==> config.mk <==
export PLATFORM = sky130hd
export DESIGN_NAME = div_issue_flat
export DESIGN_NICKNAME = d
export VERILOG_FILES = /design/src/rtl/div_issue_if.sv /design/src/rtl/div_issue.sv /design/src/flat_wrapper.sv
export SDC_FILE = /design/constraint.sdc
export NUM_CORES = 1
export LEC_CHECK = 0
export CORE_ASPECT_RATIO = 0.8
export CORE_MARGIN = 2
export CORE_UTILIZATION = 35
export DETAILED_ROUTE_END_ITERATION = 10
export DONT_BUFFER_PORTS = 1
export GPL_TIMING_DRIVEN = 1
export SLEW_MARGIN = 20
export SYNTH_ARGS = -nofsm -noshare
export SYNTH_HDL_FRONTEND = slang
export SYNTH_SLANG_ARGS = --single-unit
==> constraint.sdc <==
create_clock -name clk -period 1.9 [get_ports clk]
set_input_delay 0.285 -clock clk [delete_from_list [all_inputs] [get_ports clk]]
set_output_delay 0.285 -clock clk [all_outputs]
set_load 0.02 [all_outputs]
==> src/rtl/div_issue_if.sv <==
// div_issue_if: divider handshake bundle between the EX-stage issuer (master) and the multi-cycle divider (slave)
interface div_issue_if;
  logic [31:0] div_opdata1;
  logic [31:0] div_opdata2;
  logic        div_signed;
  logic        div_start;
  logic        div_annul;
  logic [63:0] div_result;
  logic        div_ready;
  modport master (
    output div_opdata1, div_opdata2, div_signed, div_start, div_annul,
    input  div_result, div_ready
  );
  modport slave (
    input  div_opdata1, div_opdata2, div_signed, div_start, div_annul,
    output div_result, div_ready
  );
endinterface

==> src/rtl/div_issue.sv <==
// div_issue: EX-stage divider initiator; latches operands, stalls until the divider answers, writes HI/LO, aborts on flush/watchdog
module div_issue #(
  parameter int TIMEOUT_CYCLES = 48,
  parameter int CNT_W          = 6
) (
  input  logic        clk,
  input  logic        rst,
  input  logic        i_div_req,
  input  logic        i_signed,
  input  logic [31:0] i_reg1,
  input  logic [31:0] i_reg2,
  input  logic        i_flush,
  div_issue_if.master div,
  output logic        o_stallreq,
  output logic [31:0] o_hi,
  output logic [31:0] o_lo,
  output logic        o_whilo,
  output logic        o_timeout
);
  typedef enum logic [1:0] {IDLE, BUSY, DONE} state_t;
  state_t r_state, w_next;
  logic [31:0] r_op1, r_op2, r_hi, r_lo;
  logic r_sgn, r_whilo, r_timeout;
  logic [CNT_W-1:0] r_cnt;
  logic w_issue, w_busy, w_to, w_cap, w_annul;
  assign w_issue = r_state == IDLE && i_div_req && !i_flush;
  assign w_busy  = r_state == BUSY;
  assign w_to    = w_busy && !i_flush && !div.div_ready && r_cnt == CNT_W'(TIMEOUT_CYCLES - 1);
  assign w_cap   = w_busy && !i_flush && div.div_ready;
  assign w_annul = w_busy && (i_flush || w_to);
  always_ff @(posedge clk)
    r_state <= rst ? IDLE : w_next;
  always_comb
    w_next = w_issue ? BUSY : !w_busy ? IDLE : w_annul ? IDLE : div.div_ready ? DONE : BUSY;
  always_comb begin
    div.div_annul = w_annul;
    div.div_start = w_busy && !w_annul;
    o_stallreq    = w_busy ? !(w_annul || div.div_ready) : i_div_req && !i_flush;
  end
  always_ff @(posedge clk) begin
    if (rst) begin
      r_op1     <= '0;
      r_op2     <= '0;
      r_sgn     <= 1'b0;
      r_cnt     <= '0;
      r_hi      <= '0;
      r_lo      <= '0;
      r_whilo   <= 1'b0;
      r_timeout <= 1'b0;
    end else begin
      if (w_issue) begin
        r_op1 <= i_reg1;
        r_op2 <= i_reg2;
        r_sgn <= i_signed;
        r_cnt <= '0;
      end else if (w_busy) r_cnt <= r_cnt + 1'b1;
      if (w_cap) begin
        r_hi <= div.div_result[63:32];
        r_lo <= div.div_result[31:0];
      end
      r_whilo   <= w_cap;
      r_timeout <= w_to;
    end
  end
  assign div.div_opdata1 = r_op1;
  assign div.div_opdata2 = r_op2;
  assign div.div_signed  = r_sgn;
  assign o_hi            = r_hi;
  assign o_lo            = r_lo;
  assign o_whilo         = r_whilo;
  assign o_timeout       = r_timeout;
endmodule

==> src/flat_wrapper.sv <==
// flat-port wrapper written by rule: the top's interface ports become plain ports
module div_issue_flat 
#(
  parameter int TIMEOUT_CYCLES = 48,
  parameter int CNT_W          = 6
)
  (clk, rst, i_div_req, i_signed, i_reg1, i_reg2, i_flush, o_stallreq, o_hi, o_lo, o_whilo, o_timeout, div_div_opdata1, div_div_opdata2, div_div_signed, div_div_start, div_div_annul, div_div_result, div_div_ready);
  div_issue_if div_i ();
  input  logic clk;
  input  logic rst;
  input  logic i_div_req;
  input  logic i_signed;
  input  logic [31:0] i_reg1;
  input  logic [31:0] i_reg2;
  input  logic i_flush;
  output logic o_stallreq;
  output logic [31:0] o_hi;
  output logic [31:0] o_lo;
  output logic o_whilo;
  output logic o_timeout;
  output wire logic [$bits(div_i.div_opdata1)-1:0] div_div_opdata1;
  output wire logic [$bits(div_i.div_opdata2)-1:0] div_div_opdata2;
  output wire logic [$bits(div_i.div_signed)-1:0] div_div_signed;
  output wire logic [$bits(div_i.div_start)-1:0] div_div_start;
  output wire logic [$bits(div_i.div_annul)-1:0] div_div_annul;
  input wire logic [$bits(div_i.div_result)-1:0] div_div_result;
  input wire logic [$bits(div_i.div_ready)-1:0] div_div_ready;
  assign div_div_opdata1 = div_i.div_opdata1;
  assign div_div_opdata2 = div_i.div_opdata2;
  assign div_div_signed = div_i.div_signed;
  assign div_div_start = div_i.div_start;
  assign div_div_annul = div_i.div_annul;
  assign div_i.div_result = div_div_result;
  assign div_i.div_ready = div_div_ready;
  div_issue #(.TIMEOUT_CYCLES(TIMEOUT_CYCLES), .CNT_W(CNT_W)) u_core (.clk(clk), .rst(rst), .i_div_req(i_div_req), .i_signed(i_signed), .i_reg1(i_reg1), .i_reg2(i_reg2), .i_flush(i_flush), .div(div_i), .o_stallreq(o_stallreq), .o_hi(o_hi), .o_lo(o_lo), .o_whilo(o_whilo), .o_timeout(o_timeout));
endmodule
== Word-level counts from Yosys, hierarchy flattened ==
Index checks and enable logic that the tools add are counted.
Widths: inputs -> output; s select.

* Output and inout bits: 134
* Input port bits: 134
* Flip-flop bits (word level): 139
* Word-level logic and storage cells: 37

* Equal/unequal tests: 2
* Add/subtract/negate cells: 1
* Reduce and logical (&&, ||, !) cells: 18
* Mux-type cells: 5
* Bitwise gates (word level): 1

{| class="wikitable"
|+ Operator list
! kind !! count
|-
| $logic_and 1x1->1 || 9
|-
| $add 6x1->6 const B || 1
|-
| $eq 6x6->1 const B || 1
|-
| $logic_not 1->1 || 4
|-
| $mux 1 || 4
|-
| $reduce_or 4->1 || 1
|-
| $eq 2x1->1 const B || 1
|-
| $logic_not 2->1 || 1
|-
| $logic_or 1x1->1 || 2
|-
| $mux 2 || 1
|-
| $reduce_or 2->1 || 1
|-
| $not 1->1 || 1
|}

== Logic depth before layout (Yosys ltp) ==
Gate-level depths: netlist (run 1).

* Word-level depth: 9
* Depth in mapped cells: 5
* Mapped depth without buffers: 4

== Least setup slack after synthesis (run 1) ==
No wires, ideal clock.

* Path kind: reg-to-output
* From: register u_core.r_state[1]
* To: output o_stallreq
* Cell stages (with the launch flop): 5
* Buffers on the path: 1
* Arrival: 1.485 ns
* Data required time: 1.615 ns
* Path slack: 0.130 ns
* Cells stage by stage: dfxtp_1 > nand2b_1 > clkbuf_1 > or2_2 > o31ai_1

* Cells in the longest elaborated chain, start to end: 9

{| class="wikitable"
|+ RTL lines
! element !! line !! source
|-
| from (decl) || div_issue.sv:21 || <nowiki>state_t r_state, w_next;</nowiki>
|-
| from (signal assigned) || div_issue.sv:32 || <nowiki>r_state <= rst ? IDLE : w_next;</nowiki>
|-
| $eq 2x1->1 * || div_issue.sv:27 || <nowiki>assign w_busy = r_state == BUSY;</nowiki>
|-
| $logic_and 1x1->1 (3 in a row) || div_issue.sv:28 || <nowiki>assign w_to = w_busy && !i_flush && !div.div_ready && r_cnt == CNT_W'(TIMEOUT_CYCLES - 1);</nowiki>
|-
| $logic_or 1x1->1 || div_issue.sv:30 || <nowiki>assign w_annul = w_busy && (i_flush || w_to);</nowiki>
|-
| $logic_and 1x1->1 || div_issue.sv:30 ||
|-
| $logic_or 1x1->1 || div_issue.sv:38 || <nowiki>o_stallreq = w_busy ? !(w_annul || div.div_ready) : i_div_req && !i_flush;</nowiki>
|-
| $logic_not 1->1 || div_issue.sv:38 ||
|-
| $mux 1 * || div_issue.sv:38 ||
|-
| to (decl) || flat_wrapper.sv:16 || <nowiki>output logic o_stallreq;</nowiki>
|}

Mark *: on every way between the ends. The rest lies on a longest branch, timed or not.

== Worst setup path after layout (run 1) ==
* From: register u_core.r_state[1]
* To: register u_core.r_lo[31] (netlist: u_core.o_lo[31])

* Cells in the longest elaborated chain, start to end: 3

{| class="wikitable"
|+ RTL lines
! element !! line !! source
|-
| $eq 2x1->1 || div_issue.sv:27 ||
|-
| $logic_and 1x1->1 (2 in a row) || div_issue.sv:29 || <nowiki>assign w_cap = w_busy && !i_flush && div.div_ready;</nowiki>
|-
| to (signal assigned) || div_issue.sv:59 || <nowiki>r_lo <= div.div_result[31:0];</nowiki>
|-
| to (decl) || div_issue.sv:22 || <nowiki>logic [31:0] r_op1, r_op2, r_hi, r_lo;</nowiki>
|}

No other way between the ends.
A chain may end at the register's enable or synchronous reset.

==> reports/qor.csv, run 1 <==
stage,metric,value,unit
run_status,outcome,"complete, no violations",
setup_path,crit_path_start_kind,flip-flop,
sta,fin_crit,1.834,ns
synthesis,ys_seq_area_share,56.92,%
synthesis,synth_cells,610,
route,final_antenna_net_count,0,
global_route,groute.usage.overall,17.51,%
synthesis,synth_top_flop_cell,dfxtp_1,
synthesis,netlist_area,4888,sq um
sta,setup_tns,0,ns
synthesis,synth_compound_area_share,14.36,%
global_route,busiest_layer,met2,
global_route,grt_pass1_vias,4395,
synthesis,synthSimpleGateAreaFrac,23.32,%
cts,tritoncts,done,
global_route,overflow,0,
global_route,grt_first_pass_wirelength,20.51,mm
route,drtIter0Drc,222,
route,avgViaCountPerCell,5.006,
place,io_buffers,0,
synthesis,synth_top_family_by_area,simple AND/OR/NAND/NOR gates,
layout,layout_common_cells,"nand2_1, dfxtp_1, a21oi_1",
sta,layout_worst_path_cycle_share,96.51,%
cts,clk_pin_slew,0.06,ns
sta,setup_viol,0,
synthesis,synth-edff-count,0,
die,die_w,136.1,um
layout,antenna_cells,0,
die,io_pins,268,
setup_path,critPathMaxStageDelay,0.57,ns
sta,max_freq,0.5454,GHz
cts,htree_levels,4,
synthesis,synth_fa_ha_area_share,0.2560,%
route,route.detailed.drc,0,
route,num_vias,4430,
setup_path,slowest_stage,dlygate4sd3_1,
sta,worst_pin_slew,0.3915,ns
run,cap_viol_max_count,0,
power,leakagePower,2.504,nW
layout,mostFrequentLayoutCell,nand2_1,
setup_path,timing.critical_path.buf_inv,2,
global_route,met1_usage,18.46,%
setup_path,cp_max_fo,24,
sta,finClkSkew,0.008132,ns
setup_path,worstSetupEndpointType,flip-flop,
setup_path,cp_data_required_time,2.25,ns
layout,area_growth,37.88,%
setup_path,crit_arrival,2.18,ns
sta,finalHoldViolations,0,
layout,final_cells,885,
place,gp_congestion,0.7281,
power,vdd_ir_drop_max,0.6306,mV
die,rows,38,
synthesis,synth_mux_area_share,0.2048,%
die,core_area,13600,sq um
global_route,grt_max_degree,83,
cts,worstSkewPairLatency,0.40,ns
layout,final_nets,827,
layout,fillerInstances,1229,
cts,cts_root_buffer,clkbuf_16,
synthesis,syn_nets,745,
global_route,grtUsageMet2,30.80,%
die,die_area,14930,sq um
layout,drive_above_1_share,7.660,%
setup_path,cp_top_family,buffers and inverters,
cts,clk_path_buf_depth,2,
route,drt-total-wl,13.98,mm
sta,rsz0062_at_grt,true,
power,power_density,1062,nW/um^2
place,place_area,5017,sq um
route,post_drt_wl_per_cell,15.80,um
place,hpwl,8.297,mm
global_route,antenna_found_initial,0,
cts,cts.sinks,139,
setup_path,path_cells,and4bb_4 -> buf_12 -> nand2_1 -> a21oi_1 -> dlygate4sd3_1,
synthesis,synthXorXnorAreaFrac,0.3583,%
place,dp.cells,754,
die,start_util,35.95,%
synthesis,async_reset_ff_share,0,%
layout,postLayoutCellArea,6740,sq um
synthesis,postSynthAreaPerCell,8.014,sq um
setup_path,crit_type,flip-flop to flip-flop,
layout,fin_util,49.57,%
sta,maxSlewViolCount,0,
synthesis,synth.ff_latch_count,139,
min_path,hold_class,input port to flip-flop,
sta,maxSlewHeadroom,73.80,%
cts,cts_buffers,17,
global_route,met3_usage,8.022,%
synthesis,synth_warnings,0,
route,dr.pass1.iters,4,
die,fp.dieH,109.7,um
synthesis,yosys.cell_types.count,29,
## routing by layer
layer	part of all wire (%)	routed length [um]	vias up
met5	0	0	-
met4	0.97	136	0
met3	11	1560	11
met2	50	7010	235
met1	38	5272	2049
li1	-	-	2135
## where the power goes
| group | switching [W] | internal (W) |
|---|---|---|
| combinational | 0.000185 | 0.000176 |
| sequential | 0.000167 | 0.00300 |
| clock | 0.00125 | 0.00238 |
| total | 0.00160 | 0.00556 |
## final cells by class
cell class                 instances  area, sq um  share of cell area (%)
timing repair buffer             107         1137                   16.87
multi-input combinational        426         1932                   28.66
sequential                       139         2786                   41.34
clock buffer                      19        442.9                   6.571
tap                              180        225.2                   3.341
inverter                           1        3.754                 0.05569
clock inverter                    13        212.7                   3.156
## path summary, 6_finish.rpt
check	slack (ns)	endpoint	startpoint	cells past startpoint
max	0.07	u_core.o_lo[31]	u_core.r_state[1]	5
max reg2reg	0.07	u_core.o_lo[31]	u_core.r_state[1]	5
min reg2reg	0.51	u_core.r_cnt[5]	u_core.r_cnt[5]	2
min	0.02	u_core.o_hi[13]	div_div_result[45]	2
## worst reg2reg max path: cells and delay by family (launching register included)
| family | cells | cell delay, ns |
|---|---|---|
| buffers and inverters | 2 | 0.75 |
| DFF | 1 | 0.35 |
| AOI/OAI and AO/OA | 1 | 0.15 |
| and+or+nand+nor | 2 | 0.53 |
## synth_stat cells (2+ instances only)
| cell type | n | area [sq um] |
|---|---|---|
| a21oi_1 | 132 | 660.6 |
| buf_2 | 17 | 85.08 |
| buf_6 | 4 | 45.04 |
| clkbuf_1 | 22 | 82.58 |
| dfxtp_1 | 139 | 2783 |
| nand2_1 | 258 | 968.4 |
| nand2b_1 | 4 | 25.02 |
| nand3_1 | 2 | 10.01 |
| nand3b_1 | 2 | 15.01 |
| nor2_1 | 7 | 26.28 |
| o21ai_0 | 3 | 15.01 |
| or3_1 | 3 | 18.77 |
## per-stage QoR
stage	hold WS, ns	worst slack, ns	power, W
floorplan	0.3866	0.1296	0.003430
global placement	0.3620	0.3201	0.003441
detailed placement	0.3648	0.2760	0.003454
CTS	0.0004790	0.001662	0.007243
global route	0.0007296	-0.02537	0.007437
finish	0.02237	0.06634	0.007158
## sequential cells by signal (all words and copies together), names as in the netlist, 2 cells and up
register	count
u_core.o_lo	32
u_core.o_hi	32
u_core.r_cnt	6
u_core.div.div_opdata2	32
u_core.r_state	2
u_core.div.div_opdata1	32
## logic make-up (layout without fill, tap and decap cells)
| logic type | after synthesis | after routing |
|---|---|---|
| compound gates | 138 | 138 |
| xor+xnor | 2 | 2 |
| fa+ha+maj | 1 | 1 |
| mux | 1 | 1 |
| simple gates | 284 | 284 |
| buf+inv | 45 | 140 |
| flops | 139 | 139 |
## what timing repair did
action                     4_1_cts  5_1_grt
setup buffers                    0        0
pin swaps                        0        1
hold endpoints to repair       133        0
gates resized for setup          5        7
hold buffers                    98        0
setup endpoints to repair        3        8
cloned                           0        1
Note: power is estimated with default switching activity, not from simulation.
==> inputs of run 2 (changes only) <==
--- a/config.mk
+++ b/config.mk
@@ -11,7 +11,9 @@
 export DETAILED_ROUTE_END_ITERATION = 10
 export DONT_BUFFER_PORTS = 1
 export GPL_TIMING_DRIVEN = 1
+export HOLD_SLACK_MARGIN = 0.02
 export SLEW_MARGIN = 20
 export SYNTH_ARGS = -nofsm -noshare
 export SYNTH_HDL_FRONTEND = slang
 export SYNTH_SLANG_ARGS = --single-unit
+export TNS_END_PERCENT = 5
==> reports/qor.csv, run 2 (same netlist as run 1, synthesis figures left out) <==
stage,metric,value,unit
cts,cts_buffers,17,
place,place_area,5017,sq um
global_route,overflow,0,
run,cap_viol_max_count,0,
layout,drive_above_1_share,7.619,%
sta,maxSlewViolCount,0,
sta,max_freq,0.5438,GHz
layout,antenna_cells,0,
power,pwr-share-clk,50.3,%
cts,cts_root_buffer,clkbuf_16,
layout,final_nets,857,
global_route,groute.usage.overall,18.08,%
run_status,outcome,"complete, no violations",
power,combPwrFrac,5.8,%
route,avgViaCountPerCell,5.017,
global_route,antenna_found_initial,0,
setup_path,crit_arrival,2.19,ns
place,place_ws,0.2760,ns
layout,layout_common_cells,"nand2_1, dfxtp_1, a21oi_1",
setup_path,cp_data_required_time,2.25,ns
power,internal_power,0.005599,W
global_route,grt_first_pass_wirelength,21.09,mm
layout,area_growth,44.64,%
die,core_area,13600,sq um
sta,setup_viol,0,
cts,cts.sinks,139,
setup_path,crit_path_start_kind,flip-flop,
setup_path,worstSetupEndpointType,flip-flop,
sta,worst_pin_slew,0.3915,ns
sta,layout_worst_path_cycle_share,96.79,%
route,drt-total-wl,14.63,mm
power,switching_share,22.48,%
setup_path,crit_type,flip-flop to flip-flop,
layout,regArea,2786,sq um
route,dr.pass1.iters,4,
cts,htree_levels,4,
place,io_buffers,0,
die,fp.dieH,109.7,um
cts,clk_path_buf_depth,2,
route,drtIter0Drc,212,
global_route,grt_pass1_vias,4518,
power,pwr-share-seq,43.9,%
sta,rsz0062_at_grt,true,
route,final_antenna_net_count,0,
sta,timing.final.ws_setup,0.06106,ns
power,power,0.007223,W
layout,fillerInstances,1170,
place,hpwl,8.297,mm
layout,multi_input_area,1947,sq um
route,post_drt_wl_per_cell,15.98,um
min_path,hold_class,input port to flip-flop,
cts,tritoncts,done,
cts,clk_pin_slew,0.06,ns
sta,finalHoldViolations,0,
sta,finClkSkew,0.008674,ns
layout,postLayoutCellArea,7071,sq um
power,power_density,1022,nW/um^2
route,num_vias,4591,
setup_path,cp_max_fo,24,
die,rows,38,
die,die_w,136.1,um
power,vdd_ir_drop_max,0.6345,mV
die,die_area,14930,sq um
layout,mostFrequentLayoutCell,nand2_1,
layout,fin_util,52.00,%
cts,post-cts-setup-buffers,0,
sta,setup_tns,0,ns
global_route,grt_max_degree,83,
die,start_util,35.95,%
power,netSwitchingPower,0.001624,W
route,route.detailed.drc,0,
place,gp_congestion,0.7281,
sta,maxSlewHeadroom,73.80,%
power,leakagePower,2.641,nW
sta,fin_crit,1.839,ns
cts,worstSkewPairLatency,0.41,ns
die,io_pins,268,
## run 2: cell types whose count changed in the layout (fill, tap and decap cells not counted), sizes merged
cell,previous run,this run
clkbuf,20,21
dlygate4sd3,97,126
## run 2: path summary, 6_finish.rpt
kind / endpoint / slack (ns) / cells past startpoint / start
max: u_core.o_lo[31] / 0.06 / 5 / u_core.r_state[1]
max reg2reg: u_core.o_lo[31] / 0.06 / 5 / u_core.r_state[1]
min reg2reg: u_core.r_cnt[5] / 0.51 / 2 / u_core.r_cnt[5]
min: u_core.div.div_opdata1[23] / 0.04 / 2 / i_reg1[23]
## run 2: metrics by stage
step | hold WS, ns | cells
floorplan | 0.3866 | 610
detailed placement | 0.3648 | 754
global route | 0.02089 | 915
global placement | 0.3620 | 754
CTS | 0.02062 | 913
finish | 0.03822 | 915
## run 2: cell type report
cell class	count	area share (%)
clock inverters	13	3.008
well taps	180	3.185
multi-input cells	426	27.53
repair buffers	137	20.54
flip-flops and latches	139	39.41
inverters	1	0.05309
clock buffers	19	6.264
## run 2: metal layers
metal	GRT usage [%]	vias up	routed length, um
met2	31.23	252	7281
met4	7.961	0	235
li1	-	2197	-
met5	0	-	0
met3	8.114	21	1656
met1	19.16	2121	5453
## run 2: critical path: stages (launching register included)
cell	delay, ns
dfxtp_2	0.35
and4bb_4	0.41
buf_12	0.18
nand2_1	0.11
a21oi_1	0.15
dlygate4sd3_1	0.57
## run 2: power by group through the flow
stage / Clock (W) / Sequential (W) / Combinational, W
finish: 0.00363 / 0.00317 / 0.000416
detailed placement: 0 / 0.00323 / 0.000220
CTS: 0.00372 / 0.00317 / 0.000400
global route: 0.00386 / 0.00318 / 0.000457
global placement: 0 / 0.00323 / 0.000209
floorplan: 0 / 0.00321 / 0.000218
## run 2: repair_timing
item / CTS / global route
hold buffers: 127 / 0
hold endpoints to repair: 133 / 0
cloned: 0 / 2
endpoints found under the setup margin: 3 / 9
pin swaps: 0 / 1
resized for setup: 5 / 9
==> inputs of run 3 (changes only) <==
--- a/config.mk
+++ b/config.mk
@@ -12,6 +12,7 @@
 export DONT_BUFFER_PORTS = 1
 export GPL_TIMING_DRIVEN = 1
 export HOLD_SLACK_MARGIN = 0.02
+export PLACE_DENSITY_LB_ADDON = 0.15
 export SLEW_MARGIN = 20
 export SYNTH_ARGS = -nofsm -noshare
 export SYNTH_HDL_FRONTEND = slang
==> reports/qor.csv, run 3 (same netlist as run 1, synthesis figures left out) <==
stage,metric,value,unit
run_status,outcome,"complete, no violations",
cts,htree_levels,4,
power,power,0.006893,W
setup_path,crit_path_start_kind,flip-flop,
route,post_drt_wl_per_cell,15.86,um
layout,fillerInstances,1194,
place,gp_congestion,0.7446,
sta,finalHoldViolations,0,
route,avgViaCountPerCell,4.888,
global_route,grt_pass1_vias,4448,
min_path,min_from,rst,
sta,max_freq,0.5487,GHz
power,power_density,979.3,nW/um^2
setup_path,rr_worst_depth,5,
sta,worst_pin_slew,0.4188,ns
power,leakagePower,2.622,nW
die,start_util,35.95,%
setup_path,cp_max_fo,7,
layout,multi_input_area,1953,sq um
setup_path,r2r-start,u_core.r_state[1],
layout,layout_common_cells,"nand2_1, dfxtp_1, a21oi_1, dlygate4sd3_1, clkbuf_16",
min_path,hold_class,input port to flip-flop,
sta,setup_tns,0,ns
setup_path,worstSetupEndpointType,output pin,
run,cap_viol_max_count,0,
global_route,groute.usage.overall,18.19,%
die,die_w,136.1,um
layout,area_growth,44.00,%
cts,worstSkewPairLatency,0.42,ns
cts,tritoncts,done,
setup_path,r2r_end,u_core.o_hi[29],
place,io_buffers,0,
layout,antenna_cells,0,
die,core_area,13600,sq um
sta,maxSlewViolCount,0,
sta,setup_viol,0,
setup_path,r2r_slack,0.10,ns
global_route,grt_max_degree,83,
cts,cts_root_buffer,clkbuf_16,
cts,clk_pin_slew,0.06,ns
place,hpwl,8.463,mm
route,drt-total-wl,14.58,mm
layout,regArea,2790,sq um
power,vdd_ir_drop_max,0.7489,mV
route,final_antenna_net_count,0,
sta,fin_crit,1.823,ns
die,fp.dieH,109.7,um
cts,cts.sinks,139,
die,io_pins,268,
route,dr.pass1.iters,4,
min_path,whs_path_depth,2,
layout,drive_above_1_share,7.307,%
cts,cts_buffers,17,
cts,clk_path_buf_depth,2,
die,rows,38,
route,route.detailed.drc,0,
die,die_area,14930,sq um
setup_path,crit_arrival,1.54,ns
global_route,overflow,0,
sta,rsz0062_at_grt,false,
layout,mostFrequentLayoutCell,nand2_1,
setup_path,crit_type,flip-flop to output pin,
sta,layout_worst_path_cycle_share,95.92,%
global_route,grt_first_pass_wirelength,21.13,mm
route,num_vias,4492,
layout,final_nets,862,
sta,maxSlewHeadroom,71.97,%
min_path,hold_path_end,u_core.r_state[0],
route,drtIter0Drc,182,
global_route,antenna_found_initial,0,
sta,finClkSkew,0.009339,ns
setup_path,cp_data_required_time,1.62,ns
-- run 3: critical path: stages (launching register included) --
cell      delay [ns]
dfxtp_2         0.35
nand2b_1        0.16
or2_4           0.25
o31ai_2         0.18
buf_4           0.17
-- run 3: layer usage --
layer | GRT usage (%) | vias to the layer above | routed length [um] | part of all wire, %
met5 | 0 | - | 0 | 0
met4 | 10.19 | 0 | 325 | 2.2
met3 | 8.575 | 26 | 1654 | 11
met2 | 31.12 | 199 | 6920 | 47
met1 | 18.43 | 2062 | 5677 | 39
li1 | - | 2205 | - | -
-- run 3: worst max path at each step --
stage,cells past startpoint,start,endpoint,slack [ns]
2_1_floorplan,4,u_core.r_state[1],o_stallreq,0.13
3_3_place_gp,4,u_core.r_state[0],u_core.div.div_opdata2[4],0.30
3_5_place_dp,4,u_core.r_state[0],u_core.div.div_opdata2[13],0.27
4_1_cts,4,u_core.r_cnt[0],div_div_annul,0.02
5_1_grt,5,u_core.r_state[1],u_core.o_hi[29],0.008
6_report,4,u_core.r_state[1],o_stallreq,0.08
-- run 3: layout make-up --
class	count	share of cell area, %
inverter	1	0.05332
tap	180	3.199
multi-input combinational	426	27.75
timing repair buffer	142	21.08
sequential	139	39.64
clock inverter	12	2.133
clock buffer	19	6.150
-- run 3: repair_timing --
| action | CTS | global route |
|---|---|---|
| setup endpoints to repair | 3 | 45 |
| hold buffers | 133 | 0 |
| gates resized for setup | 7 | 8 |
| pin swaps | 0 | 2 |
| buffers inserted | 0 | 1 |
| gates cloned | 0 | 1 |
| hold endpoints to repair | 133 | 0 |
-- run 3: metrics by stage --
stage	hold slack (ns)	worst slack, ns	cell area, sq um	util, %	std cells
final	0.06564	0.07745	7039	51.77	919
after global routing	0.04686	0.008465	7039	51.77	919
after CTS	0.03066	0.02089	6975	51.30	917
after detailed placement	0.3656	0.2667	5021	36.92	753
after global placement	0.3643	0.3013	5021	36.92	753
after floorplan	0.3866	0.1296	4888	-	610
-- run 3: power breakdown --
| part | internal [W] | switching [W] | total (W) |
|---|---|---|---|
| Combinational | 0.000222 | 0.000196 | 0.000418 |
| Sequential | 0.00300 | 0.000170 | 0.00317 |
| Clock | 0.00205 | 0.00125 | 0.00330 |
